File: src/rtl/temp_sched.sv
// temp_sched -- sampling scheduler for the temperature path.
//
// A free-running period counter triggers conversions on the ADC reader.
// A window of 2^AVG_LOG2 results is summed and then averaged by truncation.
// A hysteretic alarm follows the average. The averaged value is offered
// to the LCD writer over a held req/ack handshake.
//
// Ports:
//   clk        system clock (only clock)
//   rst        synchronous, active-high reset
//   adc_start  out, one-cycle conversion request
//   adc_done   in,  one-cycle pulse, adc_data valid in the same cycle
//   adc_data   in,  10-bit conversion result
//   disp_req   out, display request, held until disp_ack
//   disp_ack   in,  LCD writer accepted disp_val
//   disp_val   out, averaged value, stable while disp_req=1
//   alarm      out, hysteretic over-temperature flag
//   err        out, sticky conversion-timeout flag
//   ovr        out, sticky dropped-tick flag
module temp_sched #(
    parameter int PERIOD_CYC  = 5000000,
    parameter int AVG_LOG2    = 2,
    parameter int HI_TH       = 620,
    parameter int LO_TH       = 600,
    parameter int TIMEOUT_CYC = 4096
) (
    input  logic       clk,
    input  logic       rst,
    output logic       adc_start,
    input  logic       adc_done,
    input  logic [9:0] adc_data,
    output logic       disp_req,
    input  logic       disp_ack,
    output logic [9:0] disp_val,
    output logic       alarm,
    output logic       err,
    output logic       ovr
);

    localparam int PW = (PERIOD_CYC > 1) ? $clog2(PERIOD_CYC) : 1;
    localparam int TW = (TIMEOUT_CYC > 1) ? $clog2(TIMEOUT_CYC) : 1;
    localparam int AW = 10 + AVG_LOG2;
    localparam int NW = (AVG_LOG2 > 0) ? AVG_LOG2 : 1;

    localparam logic [PW-1:0] PER_LAST = PW'(PERIOD_CYC - 1);
    localparam logic [TW-1:0] TMO_LAST = TW'(TIMEOUT_CYC - 1);
    localparam logic [NW-1:0] N_LAST   = NW'((1 << AVG_LOG2) - 1);
    localparam logic [9:0]    HI_CODE  = 10'(HI_TH);
    localparam logic [9:0]    LO_CODE  = 10'(LO_TH);

    typedef enum logic [2:0] {
        ST_IDLE,
        ST_START,
        ST_WAIT,
        ST_UPDATE,
        ST_DISP
    } state_t;

    state_t        state_reg, state_next;
    logic [PW-1:0] per_cnt_reg;
    logic [TW-1:0] tmo_cnt_reg, tmo_cnt_next;
    logic [AW-1:0] acc_reg, acc_next;
    logic [NW-1:0] n_reg, n_next;
    logic          pend_reg, pend_next;
    logic          adc_start_reg, adc_start_next;
    logic          disp_req_reg, disp_req_next;
    logic [9:0]    disp_val_reg, disp_val_next;
    logic          alarm_reg, alarm_next;
    logic          err_reg, err_next;
    logic          ovr_reg, ovr_next;

    logic          tick;
    logic [9:0]    avg;

    assign tick = (per_cnt_reg == PER_LAST);
    // The top 10 bits of the sum are exactly the truncated average.
    assign avg  = acc_reg[AVG_LOG2 +: 10];

    // State and datapath registers
    always_ff @(posedge clk) begin
        if (rst) begin
            state_reg     <= ST_IDLE;
            per_cnt_reg   <= '0;
            tmo_cnt_reg   <= '0;
            acc_reg       <= '0;
            n_reg         <= '0;
            pend_reg      <= 1'b0;
            adc_start_reg <= 1'b0;
            disp_req_reg  <= 1'b0;
            disp_val_reg  <= '0;
            alarm_reg     <= 1'b0;
            err_reg       <= 1'b0;
            ovr_reg       <= 1'b0;
        end else begin
            state_reg     <= state_next;
            per_cnt_reg   <= tick ? '0 : per_cnt_reg + PW'(1);
            tmo_cnt_reg   <= tmo_cnt_next;
            acc_reg       <= acc_next;
            n_reg         <= n_next;
            pend_reg      <= pend_next;
            adc_start_reg <= adc_start_next;
            disp_req_reg  <= disp_req_next;
            disp_val_reg  <= disp_val_next;
            alarm_reg     <= alarm_next;
            err_reg       <= err_next;
            ovr_reg       <= ovr_next;
        end
    end

    // Next-state logic
    always_comb begin
        state_next = state_reg;
        case (state_reg)
            ST_IDLE:   if (tick || pend_reg) state_next = ST_START;
            ST_START:  state_next = ST_WAIT;
            ST_WAIT: begin
                // A result arriving on the timeout cycle still counts.
                if (adc_done)
                    state_next = (n_reg == N_LAST) ? ST_UPDATE : ST_IDLE;
                else if (tmo_cnt_reg == TMO_LAST)
                    state_next = ST_IDLE;
            end
            ST_UPDATE: state_next = ST_DISP;
            ST_DISP:   if (disp_ack) state_next = ST_IDLE;
            default:   state_next = ST_IDLE;
        endcase
    end

    // Output / datapath next values (all registered above)
    always_comb begin
        tmo_cnt_next  = tmo_cnt_reg;
        acc_next      = acc_reg;
        n_next        = n_reg;
        pend_next     = pend_reg;
        disp_req_next = disp_req_reg;
        disp_val_next = disp_val_reg;
        alarm_next    = alarm_reg;
        err_next      = err_reg;
        ovr_next      = ovr_reg;

        // Registered copy of "in START next cycle" gives a glitch-free pulse.
        adc_start_next = (state_next == ST_START);

        // One-deep tick memory. Leaving IDLE on pend consumes it. A tick in
        // that same cycle re-arms it without counting as an overrun.
        if (state_reg == ST_IDLE) begin
            pend_next = pend_reg & tick;
        end else if (tick) begin
            pend_next = 1'b1;
            if (pend_reg) ovr_next = 1'b1;
        end

        case (state_reg)
            ST_START: tmo_cnt_next = '0;
            ST_WAIT: begin
                if (adc_done) begin
                    acc_next = acc_reg + AW'(adc_data);
                    n_next   = n_reg + NW'(1);
                end else if (tmo_cnt_reg == TMO_LAST) begin
                    err_next = 1'b1;
                    acc_next = '0;
                    n_next   = '0;
                end else begin
                    tmo_cnt_next = tmo_cnt_reg + TW'(1);
                end
            end
            ST_UPDATE: begin
                disp_val_next = avg;
                if (avg >= HI_CODE)
                    alarm_next = 1'b1;
                else if (avg <= LO_CODE)
                    alarm_next = 1'b0;
                disp_req_next = 1'b1;
                acc_next      = '0;
                n_next        = '0;
            end
            ST_DISP: if (disp_ack) disp_req_next = 1'b0;
            default: ;
        endcase
    end

    assign adc_start = adc_start_reg;
    assign disp_req  = disp_req_reg;
    assign disp_val  = disp_val_reg;
    assign alarm     = alarm_reg;
    assign err       = err_reg;
    assign ovr       = ovr_reg;

endmodule

File: config.mk
export PLATFORM = sky130hd
export DESIGN_NAME = temp_sched
export DESIGN_NICKNAME = d
export VERILOG_FILES = /design/src/rtl/temp_sched.sv
export SDC_FILE = /design/constraint.sdc
export NUM_CORES = 1
export LEC_CHECK = 0
export CAP_MARGIN = 20
export CORE_AREA = 5 5 97 99
export CTS_BUF_LIST = sky130_fd_sc_hd__clkbuf_8
export DETAILED_ROUTE_END_ITERATION = 8
export DIE_AREA = 0 0 102 104
export SETUP_SLACK_MARGIN = 0.5
export SYNTH_ARGS = -nofsm -noshare
export SYNTH_HDL_FRONTEND = slang
export SYNTH_SLANG_ARGS = --single-unit
File: constraint.sdc
create_clock -name clk -period 2.5 [get_ports clk]
set_clock_uncertainty 0.2 [all_clocks]
set_input_delay 0.25 -clock clk [delete_from_list [all_inputs] [get_ports clk]]
set_output_delay 0.25 -clock clk [all_outputs]
set_load 0.005 [all_outputs]
## Word level (Yosys, flattened, before mapping)

Cells that the tools add are included.

- Logic and storage cells: 68
- Register bits: 68
- Bits of input ports: 14
- Output and inout bits: 15

- Reductions and logical operators: 14
- Equality and inequality tests: 12
- Order comparisons: 2
- Muxes and demuxes: 21
- Bitwise logic cells: 3
- $add $sub $neg: 4

Operators by type and width:

| cell | number |
|---|---|
| 12-bit 2-to-1 mux | 4 |
| 12-bit one-hot mux with 2 select lines | 2 |
| 23-bit by 1-bit adder with 23-bit output, second input constant | 1 |
| 23-bit == test, second input constant | 1 |
| 3-bit one-hot mux with 5 select lines | 1 |
| 12-bit by 1-bit adder with 12-bit output, second input constant | 1 |
| 12-bit by 10-bit adder with 12-bit output | 1 |
| 12-bit == test, second input constant | 1 |
| 3-bit 2-to-1 mux | 4 |
| 10-bit >= comparator, second input constant | 1 |
| 10-bit <= comparator, second input constant | 1 |
| 2-bit nonzero test | 5 |
| 3-bit AND reduction | 3 |
| 3-bit by 1-bit == test with 1-bit output, second input constant | 2 |
| 3-bit by 2-bit == test with 1-bit output, second input constant | 2 |
| 2-bit 2-to-1 mux | 3 |
| 2-bit inequality test, second input constant | 3 |
| 2-bit AND reduction | 3 |
| 1-bit 2-to-1 mux | 5 |
| 2-bit one-hot mux with 2 select lines | 1 |
| 3-bit == test, second input constant | 1 |
| 3-bit zero test | 1 |
| 3-bit inequality test, second input constant | 1 |
| 2-bit by 1-bit adder with 2-bit output, second input constant | 1 |
| 6 further kinds | 7 |

## Depth between registers and ports, before layout

Gate-level depths: netlist of run 1.

- Depth in word-level cells: 5
- Depth in mapped cells: 9
- Mapped depth without buffers: 9

## Worst setup path before layout of run 1

OpenSTA, ideal clock, no wires.

- Path kind: flip-flop to flip-flop
- From: reg acc_reg[4]
- To: reg acc_reg[7]
- Path slack: 0.410 ns
- Path buffers: 0
- Stages on the path, launching flop included: 8
- Setup time: 0.121 ns
- Arrival: 1.770 ns
- Clock period less this slack: 2.090 ns
- Data required time: 2.179 ns
- Cell sequence: dfxtp_1 > ha_1 > and3_1 > a2111oi_1 > o21bai_1 > a21oi_1 > or4_1 > nand3_1

- Cells in the longest elaborated chain, start to end: 3

RTL lines:

| element | RTL line | RTL |
|---|---|---|
| from (decl) | 62 | `logic [AW-1:0] acc_reg, acc_next;` |
| from (signal assigned) | 98 | `acc_reg <= acc_next;` |
| 12-bit by 10-bit adder with 12-bit output | 157 | `acc_next = acc_reg + AW'(adc_data);` |
| 12-bit 2-to-1 mux | 156 | `if (adc_done) begin` |
| 12-bit one-hot mux with 2 select lines | 153 | `case (state_reg)` |

No other way between the ends.
A chain may end at the register's enable or synchronous reset.

## Worst setup path after layout of run 1

- From: reg acc_reg[1]
- To: reg acc_reg[10]

Same word-level chain as after synthesis.

==> results.py, run 1 <==
metrics = {
    "status": {
        "status": "finished clean",
    },
    "power": {
        "leakage_nw": 1.561,
        "pwr-share-comb": 0.045,
        "powerDensity_mw_per_mm2": 506.0,
        "p_int_mw": 1.699,
        "total_power_mw": 2.195,
        "swShare": 0.2257,
        "switchingPower_mw": 0.4954,
        "seqPwrFrac": 0.496,
        "ir_worst_vdd_mv": 0.3165,
        "p_clk_frac": 0.459,
    },
    "route": {
        "remaining_drc_errors": 0,
        "wl_per_cell_um": 13.37,
        "antenna_left": 0,
        "drtPass1Iterations": 5,
        "vias": 2809,
        "wirelength_um": 7288,
        "viasPerCell": 5.154,
        "drt_iter0_drc": 76,
    },
    "synthesis": {
        "yosys-top-cells-area": "dfxtp_1, nor2_1, xor2_1",
        "synth_top_area_cell": "dfxtp_1",
        "netlist_area_sq_mm": 0.003311,
        "ys_ff_latch": 68,
        "synth_cells": 385,
        "synth_cell_types": 58,
        "yosysMostFrequentCell": "dfxtp_1",
        "ys.flop_type": "dfxtp_1",
        "ys.warnings.count": 0,
        "synth_top_cells_by_count": "dfxtp_1, nor2_1, nand2_1, a21oi_1, xor2_1",
        "synth_nets": 413,
        "synth_top_cell_area_share": 0.4112,
        "syn_area_per_cell_sq_um": 8.599,
        "async_flop_share": 0,
        "synth_edf_count": 0,
        "yosysSeqAreaShare": 0.4112,
    },
    "cells_and_area": {
        "largest_reg_flops": 23,
        "area_growth_pct": 31.03,
        "nFillCells": 808,
        "fin_util": 0.5124,
        "final_nets": 460,
        "final_cells": 545,
        "layout-drive-gt1-share": 0.2265,
        "diodes": 0,
        "stdcell_area_sq_mm": 0.004338,
    },
    "min_path": {
        "hold_depth": 4,
        "hold_end": "acc_reg[0]",
        "hold_start": "adc_data[0]",
        "min_path_type": "input pin to flop",
    },
    "placement": {
        "port_buffers": 28,
        "dpl.hpwl_um": 4944,
        "placed_area_sq_mm": 0.003754,
        "routabilityCongestion": 0.8065,
        "dp.cells": 520,
        "post-place-ws_ns": 0.02633,
    },
    "sta": {
        "fin_ws_ns": 0.4900,
        "hold_slack_ns": 0.2454,
        "clock.fmax_mhz": 497.5,
        "slew_headroom": 0.6769,
        "tightest_slew_ns": 0.4840,
        "period_needed_ns": 2.010,
        "finalSetupViolCount": 0,
        "period_share": 0.8040,
        "final_max_slew_viol_count": 0,
        "tns_ns": 0,
        "hold_viol": 0,
        "rsz0062_at_grt": "true",
    },
    "critical_path": {
        "critPathArrivalTime_ns": 2.05,
        "worst_r2r_endpoint": "acc_reg[10]",
        "reg2reg_from": "acc_reg[1]",
        "worst-r2r-cell-count": 9,
        "crit_fanout": 4,
        "crit_type": "flop to flop",
        "worstPathRequired_ns": 2.54,
        "critPathLaunchType": "flop",
        "rrSetupSlack_ns": 0.49,
        "endpoint_kind": "flop",
    },
    "global_routing": {
        "grt_pass1_vias": 2623,
        "grt_start_max_net_pins": 24,
        "grt_pass1_wl_um": 11910,
        "antenna_found_initial": 0,
        "gr-total-overflow": 0,
        "grt_usage": 0.1373,
    },
    "clock_network": {
        "cts_root_buffer": "clkbuf_8",
        "htreeDepth": 3,
        "path_clk_slew_ns": 0.07,
        "clkLatencyLatePin_ns": 0.35,
        "clk_path_buf_depth": 2,
        "tritoncts": "done",
        "cts_made_buffers": 9,
        "cts.sinks": 68,
    },
    "die": {
        "fp.coreArea_sq_mm": 0.008466,
        "die_h_um": 104,
        "row_count": 34,
        "initial_core_util": 0.3911,
        "dieArea_sq_mm": 0.01061,
        "die_w_um": 102,
        "pin_count": 29,
    },
    "job": {
        "drv_cap": 0,
    },
}
[how the worst max path moves through the flow]
stage | depth (start not counted) | slack [ns] | from | end
global placement | 10 | 0.06 | adc_data[0] | acc_reg[10]
global route | 7 | 0.40 | acc_reg[4] | acc_reg[7]
detailed placement | 10 | 0.03 | adc_data[0] | acc_reg[10]
CTS | 8 | 0.45 | adc_data[1] | acc_reg[7]
floorplan | 7 | 0.50 | acc_reg[4] | acc_reg[7]
finish | 9 | 0.49 | acc_reg[1] | acc_reg[10]
[area by class of cell]
class                   instances  area [sq um]  share of cell area
clock buffers                   9         123.9             0.02855
clock inverters                 7         100.1             0.02307
inverters                       8         30.03            0.006922
multi-input cells             295          2097              0.4834
flip-flops and latches         68          1390              0.3204
well taps                     108         135.1             0.03115
repair buffers                 50         461.7              0.1064
[logic make-up after synthesis]
logic type	share of synthesized area
buffers and inverters	0.03175
and+or+nand+nor	0.2695
muxes	0.003024
adders and majority gates	0.05518
DFF	0.4112
xor gates and xnor gates	0.09259
AOI/OAI and AO/OA	0.1368
[power groups by stage]
stage / Sequential (mW) / Clock, mW / Combinational [mW]
after global routing: 1.09 / 1.08 / 0.110
after global placement: 1.12 / 0 / 0.0833
final: 1.09 / 1.01 / 0.0996
after detailed placement: 1.12 / 0 / 0.0840
after CTS: 1.09 / 1.03 / 0.0915
after floorplan: 1.11 / 0 / 0.0498
[cells in the final DEF, fill, tap and decap left out, drive strengths merged, types with 3 or more instances in the layout]
| cell type | count |
|---|---|
| dfxtp | 68 |
| nand2b | 3 |
| a21o | 4 |
| clkdlybuf4s50 | 25 |
| and3 | 6 |
| clkinvlp | 3 |
| nor3 | 13 |
| nand2 | 40 |
| a21oi | 26 |
| o21a | 3 |
| nor2 | 65 |
| buf | 22 |
| a211oi | 4 |
| clkbuf | 9 |
| ha | 13 |
| inv | 9 |
| o21ai | 10 |
| nand4 | 11 |
| a22oi | 10 |
| xnor2 | 14 |
| nand3 | 13 |
| or3 | 7 |
| xor2 | 21 |
[layer usage]
layer | wire [um] | vias to the layer above | part of all wire | GRT usage
met1 | 3423 | 1324 | 0.47 | 0.1744
met2 | 3536 | 37 | 0.49 | 0.2266
met3 | 263 | 7 | 0.036 | 0.03622
met5 | 0 | - | 0 | 0
met4 | 64 | 0 | 0.0088 | 0.03936
li1 | - | 1441 | - | -
[critical path, cell delays in order, from the launching register on]
cell and delay, ns:
dfxtp_2 0.36, buf_4 0.12, inv_1 0.05, fa_2 0.37, nor2b_2 0.13, o31a_1 0.22, o311ai_2 0.13, a21boi_2 0.16
xnor2_1 0.12, nor2_1 0.05
[timing repair]
item	4_1_cts	5_1_grt
gates resized for setup	33	34
hold buffers	0	0
pin swaps	14	28
endpoints found under the setup margin	42	42
buffers inserted	2	7
(Power assumes the default switching activity.)
==> run 2, diff against run 1 <==
- clock period: 2.5 -> 1.93 ns (I/O delays scaled with it)
==> results.py, run 2 (same netlist as run 1, synthesis figures left out) <==
metrics = {
    "status": {
        "status": "finished with violations",
        "violations": "setup timing",
    },
    "cells_and_area": {
        "final_common_cell": "buf_4",
        "final_cell_mix": "buf_4, nor2_1, dfxtp_1",
        "nFillCells": 662,
        "layout-drive-gt1-share": 0.5335,
        "final_nets": 531,
        "final-seq-area_sq_mm": 0.001413,
        "largest_reg_flops": 23,
        "stdcell_area_sq_mm": 0.005612,
        "area_growth_pct": 69.50,
        "multi_input_area_sq_mm": 0.002646,
        "fin_util": 0.6629,
        "diodes": 0,
    },
    "sta": {
        "tightest_slew_ns": 0.4361,
        "fin_ws_ns": -0.1278,
        "hold_viol": 0,
        "rsz0062_at_grt": "true",
        "slew_headroom": 0.7084,
        "period_share": 1.066,
        "finalSetupViolCount": 5,
        "final_max_slew_viol_count": 0,
        "clock.fmax_mhz": 486.0,
        "period_needed_ns": 2.058,
    },
    "die": {
        "fp.coreArea_sq_mm": 0.008466,
        "dieArea_sq_mm": 0.01061,
        "die_h_um": 104,
        "row_count": 34,
        "pin_count": 29,
        "initial_core_util": 0.3911,
        "die_w_um": 102,
    },
    "global_routing": {
        "grt_start_max_net_pins": 15,
        "grt_usage": 0.1781,
        "antenna_found_initial": 0,
        "grt_pass1_vias": 3285,
        "gr-total-overflow": 0,
        "grt_pass1_wl_um": 15240,
    },
    "clock_network": {
        "clk_path_buf_depth": 2,
        "tritoncts": "done",
        "cts_made_buffers": 9,
        "holdBufCountCts": 0,
        "path_clk_slew_ns": 0.07,
        "clkLatencyLatePin_ns": 0.34,
        "htreeDepth": 3,
        "cts.sinks": 68,
        "cts_root_buffer": "clkbuf_8",
    },
    "route": {
        "viasPerCell": 5.161,
        "wirelength_um": 9283,
        "drtPass1Iterations": 4,
        "vias": 3179,
        "wl_per_cell_um": 15.07,
        "drt_iter0_drc": 71,
        "remaining_drc_errors": 0,
        "antenna_left": 0,
    },
    "critical_path": {
        "worst_r2r_endpoint": "acc_reg[10]",
        "crit_fanout": 4,
        "reg2reg_from": "acc_reg[0]",
        "worstPathRequired_ns": 1.97,
        "worst-r2r-cell-count": 9,
        "critPathLaunchType": "flop",
        "rrSetupSlack_ns": -0.13,
        "endpoint_kind": "flop",
        "crit_type": "flop to flop",
        "critPathArrivalTime_ns": 2.09,
    },
    "power": {
        "ir_worst_vdd_mv": 0.3562,
        "leakage_nw": 2.324,
        "powerDensity_mw_per_mm2": 566.7,
    },
    "placement": {
        "routabilityCongestion": 0.7860,
        "port_buffers": 28,
        "placed_area_sq_mm": 0.004378,
        "dpl.hpwl_um": 5820,
    },
    "job": {
        "drv_cap": 0,
    },
    "min_path": {
        "min_path_type": "input pin to flop",
        "hold_depth": 4,
        "hold_start": "adc_data[0]",
        "hold_end": "acc_reg[0]",
    },
}
run 2: cell count changes in the layout (fill, tap and decap cells not counted), sizes merged:
cell | previous run | this run
buf | 22 | 92
clkdlybuf4s50 | 25 | 10
dlygate4sd2 | 2 | 17
clkinvlp | 3 | 0
bufinv | 2 | 4
clkbuf | 9 | 10
clkinv | 1 | 0
inv | 9 | 10
nand2 | 40 | 41
run 2: layout make-up:
| type | count | area share |
|---|---|---|
| repair buffers | 120 | 0.2000 |
| flip-flops and latches | 68 | 0.2517 |
| inverters | 8 | 0.005351 |
| clock buffers | 10 | 0.02453 |
| multi-input cells | 296 | 0.4716 |
| clock inverters | 6 | 0.02274 |
| well taps | 108 | 0.02408 |
run 2: stage by stage:
stage | total power, mW | cells | hold WS [ns] | setup WS, ns | TNS, ns
2_1_floorplan | 1.524 | 385 | 0.1820 | 0.02824 | 0
3_3_place_gp | 1.583 | 563 | 0.2448 | -0.4053 | -4.041
3_5_place_dp | 1.586 | 563 | 0.2500 | -0.4304 | -4.765
4_1_cts | 3.197 | 609 | 0.1912 | -0.07095 | -0.1765
5_1_grt | 3.283 | 616 | 0.2009 | -0.2291 | -1.385
6_report | 3.180 | 616 | 0.1970 | -0.1278 | -0.2196
run 2: critical path: stages, from the launching register on:
cell,delay [ns]
dfxtp_2,0.35
ha_4,0.14
inv_2,0.04
fa_2,0.34
nor2b_2,0.14
o31a_1,0.25
o311ai_2,0.13
a21boi_2,0.20
xnor2_1,0.13
nor2_1,0.05
run 2: worst max path at each step:
stage	startpoint	end	slack, ns	cells past startpoint
5_1_grt	acc_reg[0]	acc_reg[10]	-0.23	9
6_report	acc_reg[0]	acc_reg[10]	-0.13	9
4_1_cts	acc_reg[3]	acc_reg[7]	-0.07	7
3_5_place_dp	adc_data[0]	acc_reg[10]	-0.43	10
3_3_place_gp	adc_data[0]	acc_reg[10]	-0.41	10
2_1_floorplan	acc_reg[4]	acc_reg[7]	0.03	7
run 2: routing by layer:
layer | wire length, um | global-route usage | vias up
met5 | 0 | 0 | -
met4 | 224 | 0.07498 | 0
met3 | 249 | 0.02280 | 15
met2 | 4922 | 0.3189 | 61
met1 | 3887 | 0.2081 | 1520
li1 | - | - | 1583
run 2: report_power, final:
| part | internal (mW) | switching (mW) | total (mW) | leakage [nW] |
|---|---|---|---|---|
| clock network | 1.02 | 0.545 | 1.56 | 0.139 |
| registers | 1.40 | 0.00637 | 1.41 | 0.566 |
| logic | 0.114 | 0.0959 | 0.210 | 1.62 |
run 2: timing repair:
item,CTS,global route
gates resized for setup,104,74
buffers inserted,26,7
pin swaps,55,36
endpoints found under the setup margin,77,64
endpoints found under the hold margin,0,0
cloned,4,0
==> run 3, diff against run 2 <==
- CORE_AREA: 5 5 97 99 -> 5 5 108 90
- DIE_AREA: 0 0 102 104 -> 0 0 113 95
- clock period: 1.93 -> 1.7 ns (I/O delays scaled with it)
==> results.py, run 3 (same netlist as run 1, synthesis figures left out) <==
metrics = {
    "clock_network": {
        "cts_root_buffer": "clkbuf_8",
        "cts.sinks": 68,
        "htreeDepth": 3,
        "cts_made_buffers": 9,
        "tritoncts": "done",
        "clk_path_buf_depth": 2,
        "clkLatencyLatePin_ns": 0.35,
        "path_clk_slew_ns": 0.07,
    },
    "min_path": {
        "hold_end": "disp_val[7]",
        "hold_depth": 2,
        "min_path_type": "flop to flop",
        "hold_start": "disp_val[7]",
    },
    "critical_path": {
        "worst-r2r-cell-count": 9,
        "worstPathRequired_ns": 1.74,
        "worst_r2r_endpoint": "acc_reg[8]",
        "crit_type": "flop to flop",
        "worstPathCellList": "ha_4 -> inv_2 -> fa_2 -> nor2b_2 -> o31a_1 -> o31ai_1 -> nand2b_1 -> a32oi_1 -> nor2_1",
        "crit_buf_inv": 1,
        "rrSetupSlack_ns": -0.30,
        "slowest_stage": "dfxtp_2",
        "critPathLaunchType": "flop",
        "critPathArrivalTime_ns": 2.04,
        "endpoint_kind": "flop",
        "crit_fanout": 4,
        "reg2reg_from": "acc_reg[0]",
        "crit_family": "compound AO/OA/AOI/OAI gates",
        "slowest_delay_ns": 0.34,
    },
    "route": {
        "antenna_left": 0,
        "vias": 3234,
        "met3_length_um": 300,
        "viasPerCell": 4.983,
        "wirelength_um": 9072,
        "remaining_drc_errors": 0,
        "drtPass1Iterations": 4,
        "wl_per_cell_um": 13.98,
        "wl_met1_um": 4327,
        "route.met2.wl_um": 4271,
        "top_layer": "met4",
        "drt_iter0_drc": 105,
    },
    "sta": {
        "clock.fmax_mhz": 498.9,
        "rsz0062_at_grt": "true",
        "finalSetupViolCount": 49,
        "period_needed_ns": 2.005,
        "hold_viol": 0,
        "slew_headroom": 0.7723,
        "fin_ws_ns": -0.3046,
        "tightest_slew_ns": 0.3416,
        "period_share": 1.179,
        "final_max_slew_viol_count": 0,
    },
    "cells_and_area": {
        "final-seq-area_sq_mm": 0.001418,
        "stdcell_area_sq_mm": 0.005557,
        "layout-drive-gt1-share": 0.5543,
        "largest_reg_flops": 23,
        "multi_input_area_sq_mm": 0.002500,
        "final_cell_mix": "buf_4, nor2_1, dfxtp_1",
        "area_growth_pct": 67.84,
        "diodes": 0,
        "final_nets": 557,
        "nFillCells": 697,
        "fin_util": 0.6424,
        "final_common_cell": "buf_4",
    },
    "status": {
        "violations": "setup timing",
        "status": "finished with violations",
    },
    "power": {
        "p_int_mw": 2.471,
        "ir_worst_vdd_mv": 0.4168,
        "switchingPower_mw": 0.7351,
        "pwr-share-comb": 0.076,
        "powerDensity_mw_per_mm2": 577.0,
        "seqPwrFrac": 0.498,
        "leakage_nw": 2.228,
        "p_clk_frac": 0.426,
        "swShare": 0.2293,
    },
    "die": {
        "fp.coreArea_sq_mm": 0.008650,
        "row_count": 31,
        "initial_core_util": 0.3828,
        "die_w_um": 113,
        "pin_count": 29,
        "die_h_um": 95,
        "dieArea_sq_mm": 0.01074,
    },
    "placement": {
        "placed_area_sq_mm": 0.004616,
        "dpl.hpwl_um": 5994,
        "routabilityCongestion": 0.8616,
        "port_buffers": 28,
    },
    "global_routing": {
        "grt_pass1_wl_um": 14990,
        "grt_start_max_net_pins": 13,
        "gr-total-overflow": 0,
        "antenna_found_initial": 0,
        "grt_usage": 0.1760,
        "grt_pass1_vias": 3211,
    },
    "job": {
        "drv_cap": 0,
    },
}
==> run 3: cell types whose count changed in the layout (fill, tap and decap cells not counted), sizes merged <==
| cell | previous run | this run |
|---|---|---|
| clkdlybuf4s50 | 10 | 13 |
| dlymetal6s2s | 1 | 0 |
| nand2 | 41 | 42 |
| clkinvlp | 0 | 2 |
| bufinv | 4 | 1 |
| dlygate4sd2 | 17 | 0 |
| buf | 92 | 131 |
| clkbuf | 10 | 12 |
==> run 3: worst reg2reg max path, cell delays in order (launching register included) <==
cell and delay, ns:
dfxtp_2 0.34, ha_4 0.16, inv_2 0.05, fa_2 0.19, nor2b_2 0.04, o31a_1 0.34
o31ai_1 0.24, nand2b_1 0.09, a32oi_1 0.19, nor2_1 0.06
==> run 3: per-layer routing <==
layer | vias to the layer above | global-route usage
met5 | - | 0
met4 | 0 | 0.07508
met3 | 14 | 0.04420
met2 | 45 | 0.2865
met1 | 1539 | 0.2226
li1 | 1636 | -
==> run 3: power groups by stage <==
stage	combinational, mW	clock, mW	sequential [mW]
final	0.244	1.37	1.60
after detailed placement	0.183	0	1.64
after CTS	0.211	1.41	1.60
after global placement	0.180	0	1.64
after global routing	0.262	1.49	1.60
after floorplan	0.0887	0	1.64
==> run 3: worst max-delay path by stage <==
| stage | depth (start not counted) | from | endpoint |
|---|---|---|---|
| floorplan | 7 | acc_reg[4] | acc_reg[7] |
| global placement | 10 | adc_data[0] | acc_reg[10] |
| detailed placement | 10 | adc_data[0] | acc_reg[10] |
| CTS | 7 | acc_reg[1] | acc_reg[7] |
| global route | 9 | acc_reg[0] | acc_reg[10] |
| finish | 9 | acc_reg[0] | acc_reg[8] |
==> run 3: through the flow <==
| step | setup WS [ns] | TNS, ns | hold WS [ns] | total power [mW] | std cells |
|---|---|---|---|---|---|
| 3_3_place_gp | -0.6318 | -12.94 | 0.2450 | 1.819 | 598 |
| 2_1_floorplan | -0.2018 | -4.878 | 0.1718 | 1.730 | 385 |
| 3_5_place_dp | -0.6430 | -13.49 | 0.2487 | 1.823 | 598 |
| 6_report | -0.3046 | -9.227 | 0.2526 | 3.206 | 649 |
| 5_1_grt | -0.4063 | -13.85 | 0.2871 | 3.344 | 649 |
| 4_1_cts | -0.3145 | -7.166 | 0.2533 | 3.221 | 632 |
==> run 3: final cells by class <==
cell class | instances | share of cell area
clock buffers | 11 | 0.02725
clock inverters | 5 | 0.009457
inverters | 8 | 0.005404
multi-input cells | 297 | 0.4499
flip-flops and latches | 68 | 0.2551
well taps | 115 | 0.02590
repair buffers | 145 | 0.2270
==> run 3: timing repair <==
| item | CTS | global route |
|---|---|---|
| pin swaps | 44 | 24 |
| gates cloned | 2 | 2 |
| hold buffers | 0 | 0 |
| endpoints found under the setup margin | 82 | 74 |
| buffers inserted | 16 | 15 |
| gates resized for setup | 140 | 50 |
